===== src/rtl/matrix_decompiler.sv =====
// matrix_decompiler: reassembles a dibit stream into tagged matrix elements,
// buffering them in a 4-entry FIFO for a ready/valid downstream consumer.
module matrix_decompiler #(
  parameter int MAX_ELEMENT_SIZE = 8,
  parameter int MAX_SIZE_A = 32,
  parameter int MAX_SIZE_B = 32
) (
  input  logic                          eth_refclk,
  input  logic                          rst,
  input  logic                          start,
  output logic                          data_request,
  input  logic                          valid_data_in,
  input  logic [1:0]                    dibit,
  output logic [$clog2(MAX_SIZE_A)-1:0] row_addr,
  output logic [$clog2(MAX_SIZE_B)-1:0] col_addr,
  output logic [MAX_ELEMENT_SIZE-1:0]   matrix_element,
  output logic                          valid_data_out,
  input  logic                          ready_in,
  output logic                          decompile_done,
  output logic                          overflow
);
  localparam int W  = MAX_ELEMENT_SIZE;
  localparam int CB = $clog2(MAX_SIZE_B);
  localparam int IW = $clog2(MAX_SIZE_A * MAX_SIZE_B);
  localparam int EW = IW + W;
  localparam logic [IW-1:0] LAST = IW'(MAX_SIZE_A * MAX_SIZE_B - 1);

  typedef enum logic [1:0] {IDLE, REQUEST, RECEIVE, DRAIN} state_t;

  state_t          state_q, state_d;
  logic [W-1:0]    asm_q, asm_d;
  logic [1:0]      dcnt_q, dcnt_d;
  logic [IW-1:0]   idx_q, idx_d;
  logic            pend_q, pend_d;
  logic [W-1:0]    pend_elem_q, pend_elem_d;
  logic [IW-1:0]   pend_idx_q, pend_idx_d;
  logic [EW-1:0]   mem_q [4];
  logic [EW-1:0]   mem_d [4];
  logic [1:0]      wp_q, wp_d, rp_q, rp_d;
  logic [2:0]      cnt_q, cnt_d;
  logic            ovf_q, ovf_d;
  logic            pop, push;
  logic [EW-1:0]   head;

  always_comb begin
    state_d     = state_q;
    asm_d       = asm_q;
    dcnt_d      = dcnt_q;
    idx_d       = idx_q;
    pend_d      = 1'b0;
    pend_elem_d = pend_elem_q;
    pend_idx_d  = pend_idx_q;
    case (state_q)
      IDLE:    state_d = start ? REQUEST : IDLE;
      REQUEST: state_d = RECEIVE;
      RECEIVE: if (valid_data_in) begin
        asm_d  = {asm_q[W-3:0], dibit};
        dcnt_d = dcnt_q + 2'd1;
        if (dcnt_q == 2'd3) begin
          pend_d      = 1'b1;
          pend_elem_d = {asm_q[W-3:0], dibit};
          pend_idx_d  = idx_q;
          idx_d       = idx_q + IW'(1);
          state_d     = (idx_q == LAST) ? DRAIN : RECEIVE;
        end
      end
      DRAIN: if (cnt_q == 3'd0 && !pend_q) begin
        state_d = IDLE;
        idx_d   = '0;
        dcnt_d  = '0;
      end
      default: state_d = IDLE;
    endcase
  end

  // A pop in the same cycle frees the slot a full FIFO would otherwise refuse.
  always_comb begin
    pop   = (cnt_q != 3'd0) && ready_in;
    push  = pend_q && ((cnt_q != 3'd4) || pop);
    mem_d = mem_q;
    if (push) mem_d[wp_q] = {pend_idx_q, pend_elem_q};
    wp_d  = wp_q + 2'(push);
    rp_d  = rp_q + 2'(pop);
    cnt_d = cnt_q + 3'(push) - 3'(pop);
    ovf_d = ovf_q | (pend_q & ~push);
  end

  always_ff @(posedge eth_refclk) begin
    if (!rst) begin
      state_q     <= IDLE;
      asm_q       <= '0;
      dcnt_q      <= '0;
      idx_q       <= '0;
      pend_q      <= 1'b0;
      pend_elem_q <= '0;
      pend_idx_q  <= '0;
      mem_q       <= '{default: '0};
      wp_q        <= '0;
      rp_q        <= '0;
      cnt_q       <= '0;
      ovf_q       <= 1'b0;
    end else begin
      state_q     <= state_d;
      asm_q       <= asm_d;
      dcnt_q      <= dcnt_d;
      idx_q       <= idx_d;
      pend_q      <= pend_d;
      pend_elem_q <= pend_elem_d;
      pend_idx_q  <= pend_idx_d;
      mem_q       <= mem_d;
      wp_q        <= wp_d;
      rp_q        <= rp_d;
      cnt_q       <= cnt_d;
      ovf_q       <= ovf_d;
    end
  end

  assign head           = mem_q[rp_q];
  assign row_addr       = head[EW-1:W+CB];
  assign col_addr       = head[W+CB-1:W];
  assign matrix_element = head[W-1:0];
  assign valid_data_out = cnt_q != 3'd0;
  assign data_request   = state_q == REQUEST;
  assign overflow       = ovf_q;
  assign decompile_done = (state_q == DRAIN) && (cnt_q == 3'd0) && !pend_q;
endmodule


===== config.mk =====
export PLATFORM = sky130hd
export DESIGN_NAME = matrix_decompiler
export DESIGN_NICKNAME = d
export VERILOG_FILES = /design/src/rtl/matrix_decompiler.sv
export SDC_FILE = /design/constraint.sdc
export NUM_CORES = 1
export LEC_CHECK = 0
export ABC_AREA = 1
export BUFFER_PORTS_ARGS = -buffer_cell sky130_fd_sc_hd__buf_2
export CAP_MARGIN = 20
export CORE_ASPECT_RATIO = 0.75
export CORE_UTILIZATION = 51
export DETAILED_ROUTE_END_ITERATION = 10
export GPL_TIMING_DRIVEN = 0
export PLACE_DENSITY_LB_ADDON = 0.3
export SLEW_MARGIN = 5
export SYNTH_ARGS = -nofsm -noshare
export SYNTH_HDL_FRONTEND = slang
export SYNTH_SLANG_ARGS = --single-unit

===== constraint.sdc =====
create_clock -name eth_refclk -period 2.33 [get_ports eth_refclk]
set_input_delay 0.1165 -clock eth_refclk [delete_from_list [all_inputs] [get_ports eth_refclk]]
set_output_delay 0.1165 -clock eth_refclk [all_outputs]
set_load 0.02 [all_outputs]

# [After elaboration in Yosys (flattened, before gate mapping)]
# Index checks and enable logic that the tools add are counted.
# Widths: inputs -> output; s select.
[word_totals] elab_cells=75 regBits=119 output_inout_bits=22
[op_classes] n_reduce_logical=18 n_eq_ne=9 addsub=6 n_bitwise=5 order_cmp=3 mux=19
[op_table] op="$bwmux 72" n=1
[op_table] op="$mux 18" n=3
[op_table] op="$bmux 18 s2" n=1
[op_table] op="$demux 18 s2" n=1
[op_table] op="$mux 10" n=3
[op_table] op="$pmux 10 s2" n=1
[op_table] op="$reduce_and 3->1" n=4
[op_table] op="$add 10x1->10 const B" n=1
[op_table] op="$eq 10x10->1 const B" n=1
[op_table] op="$mux 2" n=4
[op_table] op="$pmux 2 s4" n=1
[op_table] op="$eq 2x2->1 const B" n=3
[op_table] op="$ge 3x3->1 const B" n=2
[op_table] op="$logic_and 1x1->1" n=6
[op_table] op="$ne 2x2->1 const B" n=3
[op_table] op="$not 2->3" n=2
[op_table] op="$add 2x1->2" n=2
[op_table] op="$pmux 2 s2" n=1
[op_table] op="$reduce_and 4->1" n=1
[op_table] op="$add 3x1->3" n=1
[op_table] op="$logic_not 3->1" n=1
[op_table] op="$lt 3x1->1 const B" n=1
[op_table] op="$mux 1" n=3
[op_table] op="$ne 3x3->1 const B" n=1
[op_table] op="12 further kinds" n=12

# [Longest topological paths before layout]
# Gate-level depths: netlist of the first run.
[logic_depth] ltp_word=7 mapped_depth=11 depth_no_buf=11

# [Worst setup path after synthesis of the first run]
# No wires, ideal clock.
[synth_timing] path_kind="register to register" from="register cnt_q[1]" to="register cnt_q[2]" setup_slack_ns=0.463 setup_time_ns=0.070 arrival_time_ns=1.797 path_buffers=0 period_less_slack_ns=1.867 stages_incl_launch_ff=12 path_cell_list="dfxtp_1 > nor2_4 > nand3_4 > nand2_4 > ha_1 > inv_1 > ha_1 > inv_1 > fa_1 > inv_1 > o21ai_0 > a21oi_1"
[synth_between] elab_chain_cells=6 word_cells_on_any_way=7
[synth_lines] item="start, declared" line_no="40" source="logic [2:0] cnt_q, cnt_d;"
[synth_lines] item="start signal, assigned" line_no="113" source="cnt_q <= cnt_d;"
[synth_lines] item="$reduce_bool 3->1" line_no="78" source="pop = (cnt_q != 3'd0) && ready_in;"
[synth_lines] item="$logic_and 1x1->1" line_no="78"
[synth_lines] item="$logic_or 1x1->1" line_no="79" source="push = pend_q && ((cnt_q != 3'd4) || pop);"
[synth_lines] item="$logic_and 1x1->1" line_no="79"
[synth_lines] item="$add 3x1->3" line_no="84" source="cnt_d = cnt_q + 3'(push) - 3'(pop);"
[synth_lines] item="$sub 3x1->3 *" line_no="84"
# Mark *: on every way between the ends. The rest lies on a longest branch, timed or not.
# A chain may end at the register's enable or synchronous reset.

# [Final worst setup path of the first run]
[layout_timing] from="register rp_q[0]" to="output port row_addr[3]"
[layout_between] elab_chain_cells=4
[layout_lines] item="start, declared" line_no="39" source="logic [1:0] wp_q, wp_d, rp_q, rp_d;"
[layout_lines] item="start signal, assigned" line_no="112" source="rp_q <= rp_d;"
[layout_lines] item="$not 2->3 (not written as such)" line_no="118" source="assign head = mem_q[rp_q];"
[layout_lines] item="$bmux 18 s2" line_no="118"
[layout_lines] item="$mux 18 (not written as such) (2 in series)" line_no="118"
[layout_lines] item="end, declared" line_no="14" source="output logic [$clog2(MAX_SIZE_A)-1:0] row_addr,"
# No other way between the ends. The select of a mux whose other input is x is not followed.

==> results of run 1 <==
[cell type report]
class,instances,share of cell area
Buffer,43,0.0400
Clock buffer,21,0.0747
Clock inverter,6,0.00893
Inverter,43,0.0274
Multi-Input combinational cell,506,0.410
Sequential cell,119,0.387
Tap cell,132,0.0268
Timing Repair Buffer,30,0.0260
[cell families after synthesis]
logic type,count (synthesis)
flops,119
compound gates,174
xor+xnor,3
fa+ha+maj,11
simple gates,318
buf+inv,86
[registers in the layout, summed over array words and instances, names as in the netlist]
name,count
rp_q,2
dcnt_q,2
pend_elem_q,8
mem_q,72
overflow,1
state_q,2
wp_q,2
asm_q,6
pend_idx_q,10
cnt_q,3
idx_q,10
pend_q,1
[cells in the final DEF (no fill, tap or decap), drive strengths merged]
master         n
o22ai         18
a21oi         99
o21a           1
nand4          1
xnor2          3
bufinv         1
nand3         97
clkinv         7
clkbuf        41
clkinvlp       1
a211oi         1
nand2        146
nor3           2
fa             1
dfxtp        119
nor2          72
ha            10
inv           40
buf           51
dlygate4sd3    2
o21ai         55
[per-layer routing]
metal | up-vias | wire [um] | share of wire
met5 | - | 0 | 0
met4 | 0 | 320 | 0.021
met3 | 36 | 1210 | 0.080
met2 | 229 | 6830 | 0.45
met1 | 2498 | 6720 | 0.45
li1 | 2478 | - | -
[worst max path at each step]
stage | start | to | slack [ns] | cells after the start
5_1_grt | rp_q[0] | row_addr[3] | 0.0004 | 6
2_1_floorplan | cnt_q[1] | cnt_q[2] | 0.46 | 11
4_1_cts | rp_q[0] | row_addr[4] | 0.13 | 6
3_5_place_dp | cnt_q[1] | cnt_q[2] | 0.31 | 11
3_3_place_gp | cnt_q[1] | cnt_q[2] | 0.37 | 11
6_report | rp_q[0] | row_addr[3] | 0.04 | 6
[worst max-delay path: stages (launching register included)]
cell and delay, ns:
dfxtp_1 0.31, buf_2 0.20, clkinvlp_4 0.18, clkbuf_1 0.48, nor2_1 0.08, o22ai_1 0.29, buf_2 0.22
[timing repair]
item / CTS / global route
hold endpoints to repair: 2 / 0
endpoints found under the setup margin: 0 / 8
hold buffers: 2 / 0
resized for setup: 0 / 4
[where the power goes]
group	internal (mW)	switching, mW
Sequential	2.11	0.0693
Combinational	0.475	1.07
Clock	1.48	0.855
Total	4.06	1.99
[stage by stage]
step | instances | hold WS (ns) | util | power, mW | area [um^2]
4_1_cts | 900 | 0.00275 | 0.623 | 6.03 | 6160
3_5_place_dp | 871 | 0.351 | 0.569 | 3.71 | 5620
5_1_grt | 900 | 0.0413 | 0.623 | 6.32 | 6160
6_report | 900 | 0.00658 | 0.623 | 6.05 | 6160
3_3_place_gp | 871 | 0.339 | 0.569 | 3.67 | 5620
2_1_floorplan | 711 | 0.220 | - | 3.24 | 5320
==> results.cfg, run 1 <==
[die]
die_h_um = 90.4
core_area_um2 = 9890
num_rows = 31
dieArea_um2 = 10800
die_w_um = 120
initial_core_util = 0.538
io_pins = 29

[job]
maxCapViolations = 0

[worst_hold_path]
min_to = cnt_q[2]
holdCritStartpoint = rst
hold_depth = 3
holdCritPathClass = input port to flop

[cells_and_area]
area_growth_syn_to_layout_pct = 15.9
final_nets = 778
diodes = 0
fillers = 878
drive_above_1_share = 0.130
seqCellArea_um2 = 2380
multi_input_area_um2 = 2520

[sta]
fin_skew_ns = 0.00589
finalSetupViolCount = 0
max_freq_mhz = 438
setup_tns_ns = 0
finalHoldViolCount = 0
slew_headroom = 0.538
layout_min_cycle_time_ns = 2.29
tightest_slew_ns = 0.692
period_share = 0.981
post-route-worst-setup-slack_ns = 0.0443
final-max-slew-violation-count = 0
grt_setup_unrepaired = yes

[synth]
yosysSeqAreaShare = 0.448
synth_common_cells = 141 x nand2_1, 119 x dfxtp_1, 98 x a21oi_1
ys_top_cells_by_area = dfxtp_1 45%, nand2_1 10%, a21oi_1 9.2%
ys_warn_count = 0
avgSynthCellArea_um2 = 7.48
synth-simple-area-share = 0.272
synth_adder_area_share = 0.0273
syn_nets = 729
synthMuxAreaShare = 0
yosysTopAreaCell = dfxtp_1
yosys.cell_count.top_type = nand2_1
synth_compound_area_frac = 0.171
synth_top_area_frac = 0.448
netlist_instances = 711
synthArstFlopShare = 0
yosysUniqueCellTypes = 32
synth-seq-cells = 119
synth_ff_type = dfxtp_1
synth_top_family_by_area = simple AND/OR/NAND/NOR gates
synth_edf_count = 0
yosys.area_share.xor_xnor = 0.00494
synth_area_um2 = 5320

[worst_setup_path]
timing.rr.start = cnt_q[1]
reg2reg_depth = 11
reg2reg_slack_ns = 0.31
r2r-end = cnt_q[2]
cp.arrival_ns = 2.17
worst_setup_path_end_kind = primary output
worstPathMaxFanout = 10
path_class = flop to primary output
required_ns = 2.21
cp-start-kind = flop

[grt]
overflow = 0
met2_usage = 0.449
grt_start_max_net_pins = 17
grt_pass1_vias = 4832
busiest_layer = met2
antenna_found_initial = 0
grtUsageTotal = 0.290
met1_usage = 0.387
gr-usage-met3 = 0.0732
grt_pass1_wl_um = 24400

[drt]
dr.pass1.iters = 7
wl_per_cell_um = 16.8
via_per_inst = 5.82
drt_iter0_markers = 579
vias = 5241
finalWirelength_um = 15100
antenna_left = 0
drcViolationCount = 0

[cts]
post_cts_buffers = 0
cts_sinks = 119
cts_tree = yes
root_buffer = clkbuf_16
cts_buffer_depth = 2
cts_buffers = 17
h-tree-depth = 4
insertion_delay_ns = 0.41
cts.clk_slew.worst_paths_ns = 0.05

[placed_design]
gp_congestion = 0.913
portBuffers = 28
hpwlAfterDp_um = 10600
post-place-ws_ns = 0.310

[power]
p_per_area_nw_per_um2 = 982
power.leakage_nw = 2.37
ir_drop_mv = 0.588

[run_status]
status = finished, final reports clean
Note: power is estimated with default switching activity, not from simulation.
==> run 2: changes to the inputs <==
--- a/config.mk
+++ b/config.mk
@@ -12,7 +12,7 @@
 export CORE_UTILIZATION = 51
 export DETAILED_ROUTE_END_ITERATION = 10
 export GPL_TIMING_DRIVEN = 0
-export PLACE_DENSITY_LB_ADDON = 0.3
+export PLACE_DENSITY = 0.68
 export SLEW_MARGIN = 5
 export SYNTH_ARGS = -nofsm -noshare
 export SYNTH_HDL_FRONTEND = slang
==> results.cfg, run 2 (synthesized netlist as in run 1, its figures left out) <==
[sta]
setup_tns_ns = 0
grt_setup_unrepaired = no
finalHoldViolCount = 0
finalSetupViolCount = 0
layout_min_cycle_time_ns = 2.22
fin_skew_ns = 0.00501
slew_headroom = 0.522
period_share = 0.954
post-route-worst-setup-slack_ns = 0.106
max_freq_mhz = 450
final-max-slew-violation-count = 0
tightest_slew_ns = 0.717

[power]
netSwitchingFraction = 0.313
internal_power_mw = 4.44
pwr-share-seq = 0.337
comb_power_share = 0.237
p_total_mw = 6.46
p_per_area_nw_per_um2 = 1030
pwr-share-clk = 0.426
ir_drop_mv = 0.496
power.leakage_nw = 2.43
total_switching_power_mw = 2.02

[grt]
met1_usage = 0.403
grt_pass1_wl_um = 25200
gr-usage-met3 = 0.0770
met2_usage = 0.468
grtUsageTotal = 0.300
grt_pass1_vias = 4959
busiest_layer = met2
overflow = 0
grt_start_max_net_pins = 17
antenna_found_initial = 0

[cts]
cts_buffer_depth = 2
insertion_delay_ns = 0.41
cts_tree = yes
h-tree-depth = 4
cts.clk_slew.worst_paths_ns = 0.05
cts_sinks = 119
post_cts_buffers = 0
root_buffer = clkbuf_16
cts_buffers = 17

[die]
die_h_um = 90.4
num_rows = 31
dieArea_um2 = 10800
core_area_um2 = 9890
die_w_um = 120
initial_core_util = 0.538
io_pins = 29

[placed_design]
hpwlAfterDp_um = 10700
portBuffers = 28
post-place-ws_ns = 0.325
placed_cell_area_um2 = 5620
gp_congestion = 0.883

[drt]
vias = 5248
finalWirelength_um = 15500
wl_per_cell_um = 17.2
dr.pass1.iters = 5
antenna_left = 0
via_per_inst = 5.80
drt_iter0_markers = 493
drcViolationCount = 0

[run_status]
status = finished, final reports clean

[worst_setup_path]
r2r-end = cnt_q[2]
path_class = flop to primary output
cp_cell_sequence = buf_2 > clkinv_2 > clkbuf_1 > o21ai_0 > o22ai_1 > buf_2
worstPathMaxFanout = 10
slowest_stage = dfxtp_1
cp.arrival_ns = 2.11
reg2reg_depth = 11
worst_setup_path_end_kind = primary output
cpPeakStageDelay_ns = 0.33
worstSetupEndpoint = matrix_element[6]
timing.rr.start = cnt_q[1]
cpMostUsedCell = buf_2
required_ns = 2.21
cp-start-kind = flop
crit_start = rp_q[0]
reg2reg_slack_ns = 0.33

[cells_and_area]
regMostFlops = mem_q
largest_reg_flops = 72
final_nets = 779
diodes = 0
finalInstanceArea_um2 = 6280
layout_common_cells = 141 x nand2_1, 119 x dfxtp_1, 98 x a21oi_1
area_growth_syn_to_layout_pct = 18.0
top_regs = mem_q: 72 flops, idx_q: 10 flops, pend_idx_q: 10 flops
drive_above_1_share = 0.136
final_common_cell = nand2_1

[job]
maxCapViolations = 0

[worst_hold_path]
holdCritPathClass = input port to flop
holdCritStartpoint = start
[run 2: cell count changes in the layout (fill, tap and decap cells not counted), sizes merged]
cell         change
bufinv           +3
dlygate4sd3      +1
clkinv           +2
clkinvlp         -1
[run 2: layer usage]
metal | vias to the layer above | part of all wire
met5 | - | 0
met4 | 0 | 0.015
met3 | 23 | 0.080
met2 | 221 | 0.46
met1 | 2520 | 0.45
li1 | 2484 | -
[run 2: worst min path at each step]
stage,cells after the start,slack [ns],end
detailed placement,3,0.34,pend_elem_q[0]
floorplan,2,0.22,pend_elem_q[0]
global route,5,0.08,state_q[0]
CTS,5,0.05,state_q[0]
global placement,3,0.34,pend_elem_q[0]
finish,5,0.06,state_q[0]
[run 2: critical path: cells and delay by family, from the launching register on]
kind                   cells  cell delay (ns)
DFF                        1             0.33
AOI/OAI and AO/OA          2             0.48
buffers and inverters      4             0.89
[run 2: power groups by stage]
| stage | clock network [mW] | registers, mW | logic [mW] |
|---|---|---|---|
| CTS | 2.77 | 2.18 | 1.53 |
| global placement | 0 | 2.22 | 1.46 |
| detailed placement | 0 | 2.22 | 1.50 |
| global route | 2.88 | 2.19 | 1.69 |
| floorplan | 0 | 2.21 | 1.04 |
| finish | 2.75 | 2.18 | 1.53 |
[run 2: timing repair]
action / CTS / global route
hold endpoints to repair: 4 / 0
resized for setup: 1 / 2
endpoints found under the setup margin: 1 / 4
hold buffers: 3 / 0
[run 2: stage by stage]
step	instances	utilization	hold slack [ns]
2_1_floorplan	711	-	0.220
3_3_place_gp	871	0.569	0.337
5_1_grt	905	0.635	0.0801
4_1_cts	905	0.634	0.0517
6_report	905	0.635	0.0632
3_5_place_dp	871	0.569	0.337
[run 2: area by class of cell]
cell class / instances / area [um^2]
sequential: 119 / 2380
fill: 851 / 3610
inverter: 43 / 166
clock buffer: 21 / 470
tap: 132 / 165
clock inverter: 10 / 150
buffer: 43 / 246
timing repair buffer: 31 / 170
multi-input combinational: 506 / 2520
